[src/rtl/channel_demultiplexer.sv]
// Receive-side GLIP demultiplexer: decodes the in-band c001/ab control protocol and routes payload
// words to one of CHANN channels through a single output register. Optional counters: CHANNEL_DEMUX_STATS_EN.
module channel_demultiplexer #(
    parameter int WIDTH = 16,
    parameter int CHANN = 8
) (
    input  logic                     clk,
    input  logic                     com_rst,
    input  logic                     fifo_in_valid,
    output logic                     fifo_in_ready,
    input  logic [WIDTH-1:0]         fifo_in_data,
    output logic [CHANN-1:0]         fifo_in_valid_channel,
    input  logic [CHANN-1:0]         fifo_in_ready_channel,
    output logic [CHANN*WIDTH-1:0]   fifo_in_data_channel,
    output logic                     protocol_err
`ifdef CHANNEL_DEMUX_STATS_EN
    ,
    output logic [15:0]              drop_count,
    output logic [CHANN*16-1:0]      word_count
`endif
);

    localparam int CW = (CHANN > 1) ? $clog2(CHANN) : 1;
    localparam logic [8:0] CHANN_LIM = 9'(CHANN);
    localparam logic [WIDTH-1:0] CTRL_WORD = WIDTH'(16'hc001);

    localparam logic [1:0] ST_UNSEL = 2'd0;
    localparam logic [1:0] ST_DATA  = 2'd1;
    localparam logic [1:0] ST_CTRL  = 2'd2;

    logic [1:0]       state_q, state_d;
    logic [1:0]       saved_q, saved_d;
    logic [CW-1:0]    channel_q, channel_d;
    logic             out_valid_q;
    logic [CW-1:0]    out_chan_q;
    logic [WIDTH-1:0] out_data_q;
    logic             err_q;

    logic accept, drain, emit, err, drop;
    logic is_ctrl, is_hdr, hdr_ok;

    assign drain         = out_valid_q && fifo_in_ready_channel[out_chan_q];
    // Every word, control included, waits for the output stage so channels never reorder.
    assign fifo_in_ready = !out_valid_q || fifo_in_ready_channel[out_chan_q];
    assign accept        = fifo_in_valid && fifo_in_ready;

    assign is_ctrl = (fifo_in_data == CTRL_WORD);
    assign is_hdr  = (fifo_in_data[15:8] == 8'hab);
    assign hdr_ok  = ({1'b0, fifo_in_data[7:0]} < CHANN_LIM);

    always_comb begin
        // NOTE: every signal assigned here gets a default first, so no path can infer a latch.
        state_d   = state_q;
        saved_d   = saved_q;
        channel_d = channel_q;
        emit      = 1'b0;
        err       = 1'b0;
        drop      = 1'b0;
        case (state_q)
            ST_CTRL: begin
                if (is_ctrl) begin
                    state_d = saved_q;
                    if (saved_q == ST_DATA) begin
                        emit = 1'b1;
                    end else begin
                        err  = 1'b1;
                        drop = 1'b1;
                    end
                end else if (is_hdr) begin
                    if (hdr_ok) begin
                        channel_d = fifo_in_data[CW-1:0];
                        state_d   = ST_DATA;
                    end else begin
                        state_d = ST_UNSEL;
                        err     = 1'b1;
                    end
                end else begin
                    state_d = saved_q;
                    err     = 1'b1;
                end
            end
            ST_DATA: begin
                if (is_ctrl) begin
                    saved_d = ST_DATA;
                    state_d = ST_CTRL;
                end else begin
                    emit = 1'b1;
                end
            end
            default: begin
                if (is_ctrl) begin
                    saved_d = ST_UNSEL;
                    state_d = ST_CTRL;
                end else begin
                    err  = 1'b1;
                    drop = 1'b1;
                end
            end
        endcase
    end

    // NOTE: sequential state uses non-blocking assignments so every register samples pre-edge values.
    always_ff @(posedge clk) begin
        if (com_rst) begin
            state_q   <= ST_UNSEL;
            saved_q   <= ST_UNSEL;
            channel_q <= '0;
            err_q     <= 1'b0;
        end else begin
            err_q <= accept && err;
            if (accept) begin
                state_q   <= state_d;
                saved_q   <= saved_d;
                channel_q <= channel_d;
            end
        end
    end

    // Load wins over drain, so a simultaneous accept and consume produces no bubble.
    always_ff @(posedge clk) begin
        if (com_rst) begin
            out_valid_q <= 1'b0;
            out_chan_q  <= '0;
            out_data_q  <= '0;
        end else if (accept && emit) begin
            out_valid_q <= 1'b1;
            out_chan_q  <= channel_q;
            out_data_q  <= fifo_in_data;
        end else if (drain) begin
            out_valid_q <= 1'b0;
        end
    end

    always_comb begin
        for (int i = 0; i < CHANN; i++) begin
            fifo_in_valid_channel[i] = out_valid_q && (out_chan_q == CW'(i));
        end
    end

    assign fifo_in_data_channel = {CHANN{out_data_q}};
    assign protocol_err         = err_q;

`ifdef CHANNEL_DEMUX_STATS_EN
    logic [15:0]            drop_cnt_q;
    logic [CHANN-1:0][15:0] word_cnt_q;

    always_ff @(posedge clk) begin
        if (com_rst) begin
            drop_cnt_q <= '0;
            word_cnt_q <= '0;
        end else begin
            if (accept && drop && drop_cnt_q != 16'hffff) begin
                drop_cnt_q <= drop_cnt_q + 16'd1;
            end
            for (int i = 0; i < CHANN; i++) begin
                if (drain && out_chan_q == CW'(i) && word_cnt_q[i] != 16'hffff) begin
                    word_cnt_q[i] <= word_cnt_q[i] + 16'd1;
                end
            end
        end
    end

    assign drop_count = drop_cnt_q;
    assign word_count = word_cnt_q;
`endif

endmodule

[config.mk]
export PLATFORM = sky130hd
export DESIGN_NAME = channel_demultiplexer
export DESIGN_NICKNAME = d
export VERILOG_FILES = /design/src/rtl/channel_demultiplexer.sv
export SDC_FILE = /design/constraint.sdc
export NUM_CORES = 1
export LEC_CHECK = 0
export BUFFER_PORTS_ARGS = -buffer_cell sky130_fd_sc_hd__buf_2
export CORE_MARGIN = 10
export CORE_UTILIZATION = 25
export CTS_CLUSTER_DIAMETER = 30
export DETAILED_ROUTE_END_ITERATION = 8
export SETUP_SLACK_MARGIN = 0.05
export SLEW_MARGIN = 20
export SYNTH_ARGS = -nofsm -noshare
export SYNTH_HDL_FRONTEND = slang
export SYNTH_SLANG_ARGS = --single-unit
[constraint.sdc]
create_clock -name clk -period 1.74 [get_ports clk]
set_input_delay 0.174 -clock clk [delete_from_list [all_inputs] [get_ports clk]]
set_output_delay 0.174 -clock clk [all_outputs]
set_load 0.03 [all_outputs]
==> results by group, run 1 <==
Run status
  • Status: finished, final reports clean

STA
  • Final Worst Setup Slack: 73.1 ps
  • Worst slew pin tran: 580 ps
  • Min Hold Slack: ~180 ps
  • Fmax achieved: 600 MHz
  • Final hold vios: 0
  • Worst relative slew slack: 61.3%
  • Fin crit period: between 1500 and 2000 ps
  • RSZ-0062 raised after global routing: true
  • Final Setup Violations: 0
  • Period utilization: 95.8%
  • Worst Skew: between 4 and 5 ps
  • Slew Limit Fails: 0

Global route
  • Initial antenna violation count: 0
  • Overall global routing resource usage: 7.63%
  • First-pass GRT wire length: 8520 um
  • Vias in the first global route: around 1800
  • Grt total ovfl: 0
  • Pin count of the biggest net entering global routing: 45

Logic synthesis
  • Post-Synthesis Cell Area: 2340 um^2
  • Mapped Nets: 305
  • Area share of the largest cell type after synthesis: 36.6%
  • Post-Syn Instances: 276
  • Syn Area/Cell: 8.47 um^2
  • Async set-reset flop share out of synthesis: 0%
  • Number of synthesized flops with an enable pin: 0
  • Post-synthesis cell type count: 32
  • Biggest area consumer among synthesized cells: buf_4
  • Ys Warns: 0
  • Ys flop type: dfxtp_1
  • Post-synthesis sequential area ratio: 23.1%
  • Post-synthesis register bit count: 27
  • Largest cells by area after synthesis: buf_4 (37%), dfxtp_1 (23%), mux2i_1 (12%), nand2b_1 (10%), nor2_1 (1.9%)

Power
  • Sw Pwr: 250 uW
  • Max VDD drop: between 0.1 and 0.15 mV
  • Leak: 1.51 nW
  • Comb pwr share: 11.3%
  • Switching share of power: 22.7%
  • Pint: 851 uW
  • Seq pwr share: 56.0%
  • Cell Pwr Density: 415 nW/um^2
  • Clk pwr share: 32.7%

Clock network
  • Clock Latency Late Sink: 270 ps
  • # H-tree levels: 1
  • Max Root-Sink Buffers: 2
  • Number of buffers created by CTS: 3
  • Clock transition at path regs: 100 ps
  • CTS sink cnt: 27
  • Hold_buf cts: 0
  • Root buf cell: clkbuf_8
  • CTS tree: done

Detailed routing
  • DR vias/cell: 3.93
  • WL/cell: 13.6 um
  • DRC viols: 0
  • Antenna-violating nets left: 0
  • Via count: approximately 1800
  • Post-Route WL: 6200 um
  • Pre-antenna DRT Iters: 4
  • Iteration-0 DRC Markers: 29

Worst setup path
  • WS Path Type: flop to primary output
  • Required @ worst endpoint: 1570 ps
  • CP Capture Type: primary output
  • CP max stage delay: 390 ps
  • Worst path cell trace: buf_4 -> mux2i_1 -> nand4b_1 -> and3_1 -> buf_2
  • CP Launch Type: flop
  • Crit path max-delay cell type: dfxtp_4
  • Crit path DAT: 1490 ps
  • Worst-path fanout max: 5

Min path
  • Hold Crit Class: input port to flop

Finish
  • Layout area overhead: 13.4%
  • Commonest non-fill, non-tap cells in the layout: buf_2 (163), nand2b_1 (38), mux2i_1 (27)
  • Design Area, Final: 2650 um^2
  • Commonest non-fill, non-tap cell in the layout: buf_2
  • Share of cells above drive strength 1: approximately three fifths
  • Diode count: 0
  • Final Non-Filler Cells: 456
  • Fin nets: 375
  • Final core occ: just under 30%

Floorplanning
  • # IOs: 165
  • Core ar.: 9150 um^2
  • Die ar.: 13600 um^2
  • Die H: approximately 120 um
  • Row count: 35
  • Die Width: roughly 120 um
  • Starting density of the core: 25.6%

Flow run
  • Max Cap Viol: 0

Place
  • I/O Buffers: around 160
  • Post-place setup slack: -87.0 ps
  • # placed instances: 451
  • Routability cong.: between 0.6 and 0.7
  • HPWL after detailed placement: 5310 um
  • Area after DPL: 2570 um^2
==> cell type report <==
class                      count  area (um^2)
clock buffer                   4         45.0
inverter                       4         15.0
multi-input combinational    122          892
tap                          111          139
timing repair buffer         188         1020
sequential                    27          546
fill                         955         6500
==> critical path: cells and delay by family, from the launching register on <==
kind                   cells  cell delay [ps]
flip-flops                 1              390
multiplexers               1              170
AND/OR/NAND/NOR            2              360
buffers and inverters      2              310
==> path summary, 6_finish.rpt <==
path                   startpoint             to  slack, ps  cells past startpoint
setup reg to reg    out_chan_q[1]  out_data_q[8]         80                      7
hold reg to reg      channel_q[0]   channel_q[0]        510                      2
setup / recovery    out_chan_q[1]  fifo_in_ready         70                      5
hold / removal    fifo_in_data[7]  out_data_q[7]        180                      3
==> layer usage <==
metal	track usage, %	vias up	wire length (um)
met5	0	-	0
met2	14.8	79	3270
met3	2.47	4	687
li1	-	922	-
met4	1.07	0	58
met1	7.88	785	2190
==> synth_stat cells, types with 3 or more instances <==
cell	count
nor3_1	4
nand2b_1	38
o21ai_0	3
nor2_1	12
a21oi_1	4
nand4_1	4
clkbuf_1	4
or2b_1	3
nor4b_1	3
inv_1	4
buf_4	114
mux2i_1	27
dfxtp_1	27
buf_6	3
nand2_1	6
==> flip-flops by register name, summed over array words and instances (netlist names) <==
signal	flops
protocol_err	1
out_chan_q	3
state_q	2
out_valid_q	1
out_data_q	16
saved_q	1
channel_q	3
==> metrics by stage <==
stage                     setup TNS, ps  power (mW)
final                                 0        1.10
after global routing               -717        1.16
after CTS                             0        1.12
after detailed placement           -730       0.758
after global placement             -811       0.756
after floorplan                   -10.1       0.681
==> power groups by stage <==
stage          combinational (mW)  clock, mW  sequential [mW]
2_1_floorplan              0.0448          0            0.636
3_3_place_gp                0.123          0            0.633
3_5_place_dp                0.124          0            0.633
4_1_cts                     0.125      0.378            0.617
5_1_grt                     0.139      0.399            0.618
6_report                    0.124      0.360            0.617
==> logic make-up (layout without fill, tap and decap cells) <==
| family | after synthesis | count (layout) | synth area share, % |
|---|---|---|---|
| buf+inv | 127 | 196 | 40.2 |
| simple gates | 81 | 81 | 20.8 |
| mux | 27 | 27 | 11.6 |
| flops | 27 | 27 | 23.1 |
| compound gates | 12 | 12 | 3.32 |
| fa+ha+maj | 2 | 2 | 1.07 |
==> timing repair <==
action | 4_1_cts | 5_1_grt
hold endpoints to repair | 0 | 0
pin swaps | 0 | 1
setup endpoints to repair | 23 | 21
gates resized for setup | 3 | 8
buffers inserted | 0 | 1
Note: power is estimated with default switching activity, not from simulation.
==> inputs of run 2 (changes only) <==
ABC_AREA = 1   (was unset)
CTS_BUF_LIST = sky130_fd_sc_hd__clkbuf_2   (was unset)
==> results by group, run 2 <==
Place
  • I/O Buffers: 164 (unchanged)
  • HPWL after detailed placement: 5940 um (+12%)
  • # placed instances: 571 (+27%)
  • Routability cong.: 0.846 (+22%)

Clock network
  • # H-tree levels: 1 (unchanged)
  • Root buf cell: clkbuf_2
  • Clock Latency Late Sink: 380 ps (+110 ps)
  • Number of buffers created by CTS: 3 (unchanged)
  • CTS tree: done
  • Clock transition at path regs: 290 ps (+190 ps)
  • Max Root-Sink Buffers: 2 (unchanged)
  • CTS sink cnt: 27 (unchanged)

Detailed routing
  • Pre-antenna DRT Iters: 5 (+1)
  • DRC viols: 0 (unchanged)
  • M1 WL: 2390 um (+9.2%)
  • DR vias/cell: 3.87 (-1.4%)
  • Met3 wire length: 826 um (+20%)
  • Routed wl met2: 3530 um (+8.2%)
  • WL/cell: 11.9 um (-13%)
  • Iteration-0 DRC Markers: 69 (+140%)
  • Via count: 2238 (+25%)
  • Post-Route WL: 6870 um (+11%)
  • Uppermost layer routed: met4
  • Antenna-violating nets left: 0 (unchanged)

Finish
  • Fin nets: 474 (+26%)
  • Layout area overhead: 9.56%
  • Most flops, register: out_data_q
  • Share of cells above drive strength 1: 44.1% (-15 points)
  • Largest register FFs: 16 (unchanged)
  • Final Non-Filler Cells: 578 (+27%)
  • Regs by FF count: out_data_q x16, channel_q x3, out_chan_q x3
  • Commonest non-fill, non-tap cell in the layout: buf_2
  • Commonest non-fill, non-tap cells in the layout: buf_2 (163), nand2_1 (66), inv_1 (65)

Logic synthesis
  • Synth Area in Compound Gates: 1.76% (-1.6 points)
  • Post-synthesis cell type count: 22 (-31%)
  • Post-Synthesis Cell Area: 2490 um^2 (+6.4%)
  • Post-Syn Instances: 389 (+41%)
  • Most common cell in the netlist: buf_4
  • Largest family of logic cells by synthesized area: buffers and inverters
  • Simple-gate portion of the synthesized area: 28.1% (+7.4 points)
  • Post-synthesis register bit count: 27 (unchanged)
  • Mapped Nets: 418 (+37%)
  • Ys Warns: 0 (unchanged)
  • Async set-reset flop share out of synthesis: 0% (unchanged)
  • Multiplexer share of the synthesized area: 0% (-12 points)
  • Syn Area/Cell: 6.39 um^2 (-25%)
  • Ys flop type: dfxtp_1
  • Adder-Cell Fraction of Synth Area: 1.01% (-0.064 points)
  • Post-synthesis sequential area ratio: 21.7% (-1.4 points)
  • Synth Area in XOR/XNOR: 0% (unchanged)
  • Largest cells by area after synthesis: buf_4 (34%), dfxtp_1 (22%), inv_1 (10%), nand2_1 (10%), nor2_1 (7.1%)
  • Area share of the largest cell type after synthesis: 34.4% (-2.2 points)
  • Biggest area consumer among synthesized cells: buf_4
  • Commonest cells in the synthesized netlist: buf_4 (114), inv_1 (66), nand2_1 (66)
  • Number of synthesized flops with an enable pin: 0 (unchanged)

STA
  • Setup TNS: 0 ps (unchanged)
  • Fmax achieved: 621 MHz (+3.5%)
  • Worst relative slew slack: 68.0% (+6.6 points)
  • Slew Limit Fails: 0 (unchanged)
  • Period utilization: 92.6% (-3.2 points)
  • Fin crit period: 1610 ps (-56.0 ps)
  • Worst Skew: 6.89 ps (+2.58 ps)
  • Final Setup Violations: 0 (unchanged)
  • Worst slew pin tran: 480 ps (-100 ps)
  • Final hold vios: 0 (unchanged)
  • RSZ-0062 raised after global routing: true

Worst setup path
  • CP Launch Type: flop
  • Worst-path fanout max: 8 (+3)
  • Top Family by Delay on Critical Path: flip-flops
  • Required @ worst endpoint: 1570 ps (about the same)
  • CP Capture Type: primary output
  • CP Buf/Inv Count: 3 (+1)
  • Crit path max-delay cell type: dfxtp_4
  • CP max stage delay: 480 ps (+90 ps)
  • Crit path DAT: 1440 ps (-50 ps)
  • Worst path cell trace: inv_4 -> nand3_2 -> nand2_1 -> nand3b_1 -> nand2_2 -> inv_2 -> buf_6
  • WS Path Type: flop to primary output

Power
  • Cell Pwr Density: 364 nW/um^2 (-12%)
  • Max VDD drop: 0.199 mV (+35%)
  • Leak: 1.74 nW (+15%)

Global route
  • Overall global routing resource usage: 8.78% (+1.2 points)
  • Pin count of the biggest net entering global routing: 17 (-62%)
  • Vias in the first global route: 2155 (+22%)
  • First-pass GRT wire length: 10600 um (+24%)
  • Grt total ovfl: 0 (unchanged)
  • Initial antenna violation count: 1 (+1)

Floorplanning
  • Die Width: 120 um (+2.6%)
  • Row count: 36 (+2.9%)
  • Die H: 120 um (+2.6%)
  • Starting density of the core: 25.6% (about the same)
  • Core ar.: 9730 um^2 (+6.3%)
  • # IOs: 165 (unchanged)
  • Die ar.: 14300 um^2 (+5.3%)

Flow run
  • Max Cap Viol: 0 (unchanged)

Min path
  • Hold Crit Class: input port to flop

Run status
  • Status: finished, final reports clean
## run 2: cell families after synthesis
family | Yosys count
buf+inv | 196
simple gates | 156
flops | 27
compound gates | 8
fa+ha+maj | 2
## run 2: worst paths after layout
path                         from             to  slack, ps  cells past startpoint
setup reg to reg    out_chan_q[0]  out_chan_q[0]        150                     11
setup / recovery    out_chan_q[0]  fifo_in_ready        130                      7
hold / removal    fifo_in_data[5]  out_data_q[5]        100                      5
hold reg to reg        state_q[0]     state_q[0]        500                      2
## run 2: where the power goes
part           internal [mW]  total (mW)  switching [mW]
Sequential             0.619       0.619        0.000215
Combinational         0.0459       0.108          0.0621
Clock                 0.0532       0.265           0.212
## run 2: metal layers
| layer | track usage, % | up-vias |
|---|---|---|
| met5 | 0 | - |
| met4 | 3.62 | 0 |
| met3 | 4.08 | 8 |
| met2 | 16.1 | 86 |
| met1 | 8.27 | 983 |
| li1 | - | 1161 |
## run 2: per-stage QoR
stage | utilization [%] | setup slack, ps | hold slack, ps | area, um^2 | total power, mW
2_1_floorplan | - | 267 | 243 | 2490 | 0.686
3_3_place_gp | 27.1 | 167 | 389 | 2640 | 0.737
3_5_place_dp | 27.1 | 140 | 386 | 2640 | 0.738
4_1_cts | 27.6 | 50.1 | 90.7 | 2690 | 1.00
5_1_grt | 28.0 | 14.6 | 111 | 2730 | 1.04
6_report | 28.0 | 129 | 105 | 2730 | 0.993
## run 2: final cells by class
cell class	instances	area, um^2
Clock buffer	3	15.0
Antenna cell	1	2.50
Multi-Input combinational cell	166	779
Timing Repair Buffer	176	935
Fill cell	1121	7000
Inverter	71	269
Clock inverter	1	7.51
Tap cell	133	166
Sequential cell	27	551
## run 2: what timing repair did
| item | in CTS | in global routing |
|---|---|---|
| endpoints found under the hold margin | 3 | 0 |
| pin swaps | 1 | 1 |
| endpoints found under the setup margin | 1 | 10 |
| hold buffers | 1 | 0 |
| cloned | 0 | 0 |
| gates resized for setup | 6 | 13 |
| setup buffers | 1 | 0 |
## run 2: tightest hold or removal path, cell delays in order
cell and delay [ps]:
buf_2 100, inv_1 40, nand4_1 80, nand2_1 70, nor2_1 30
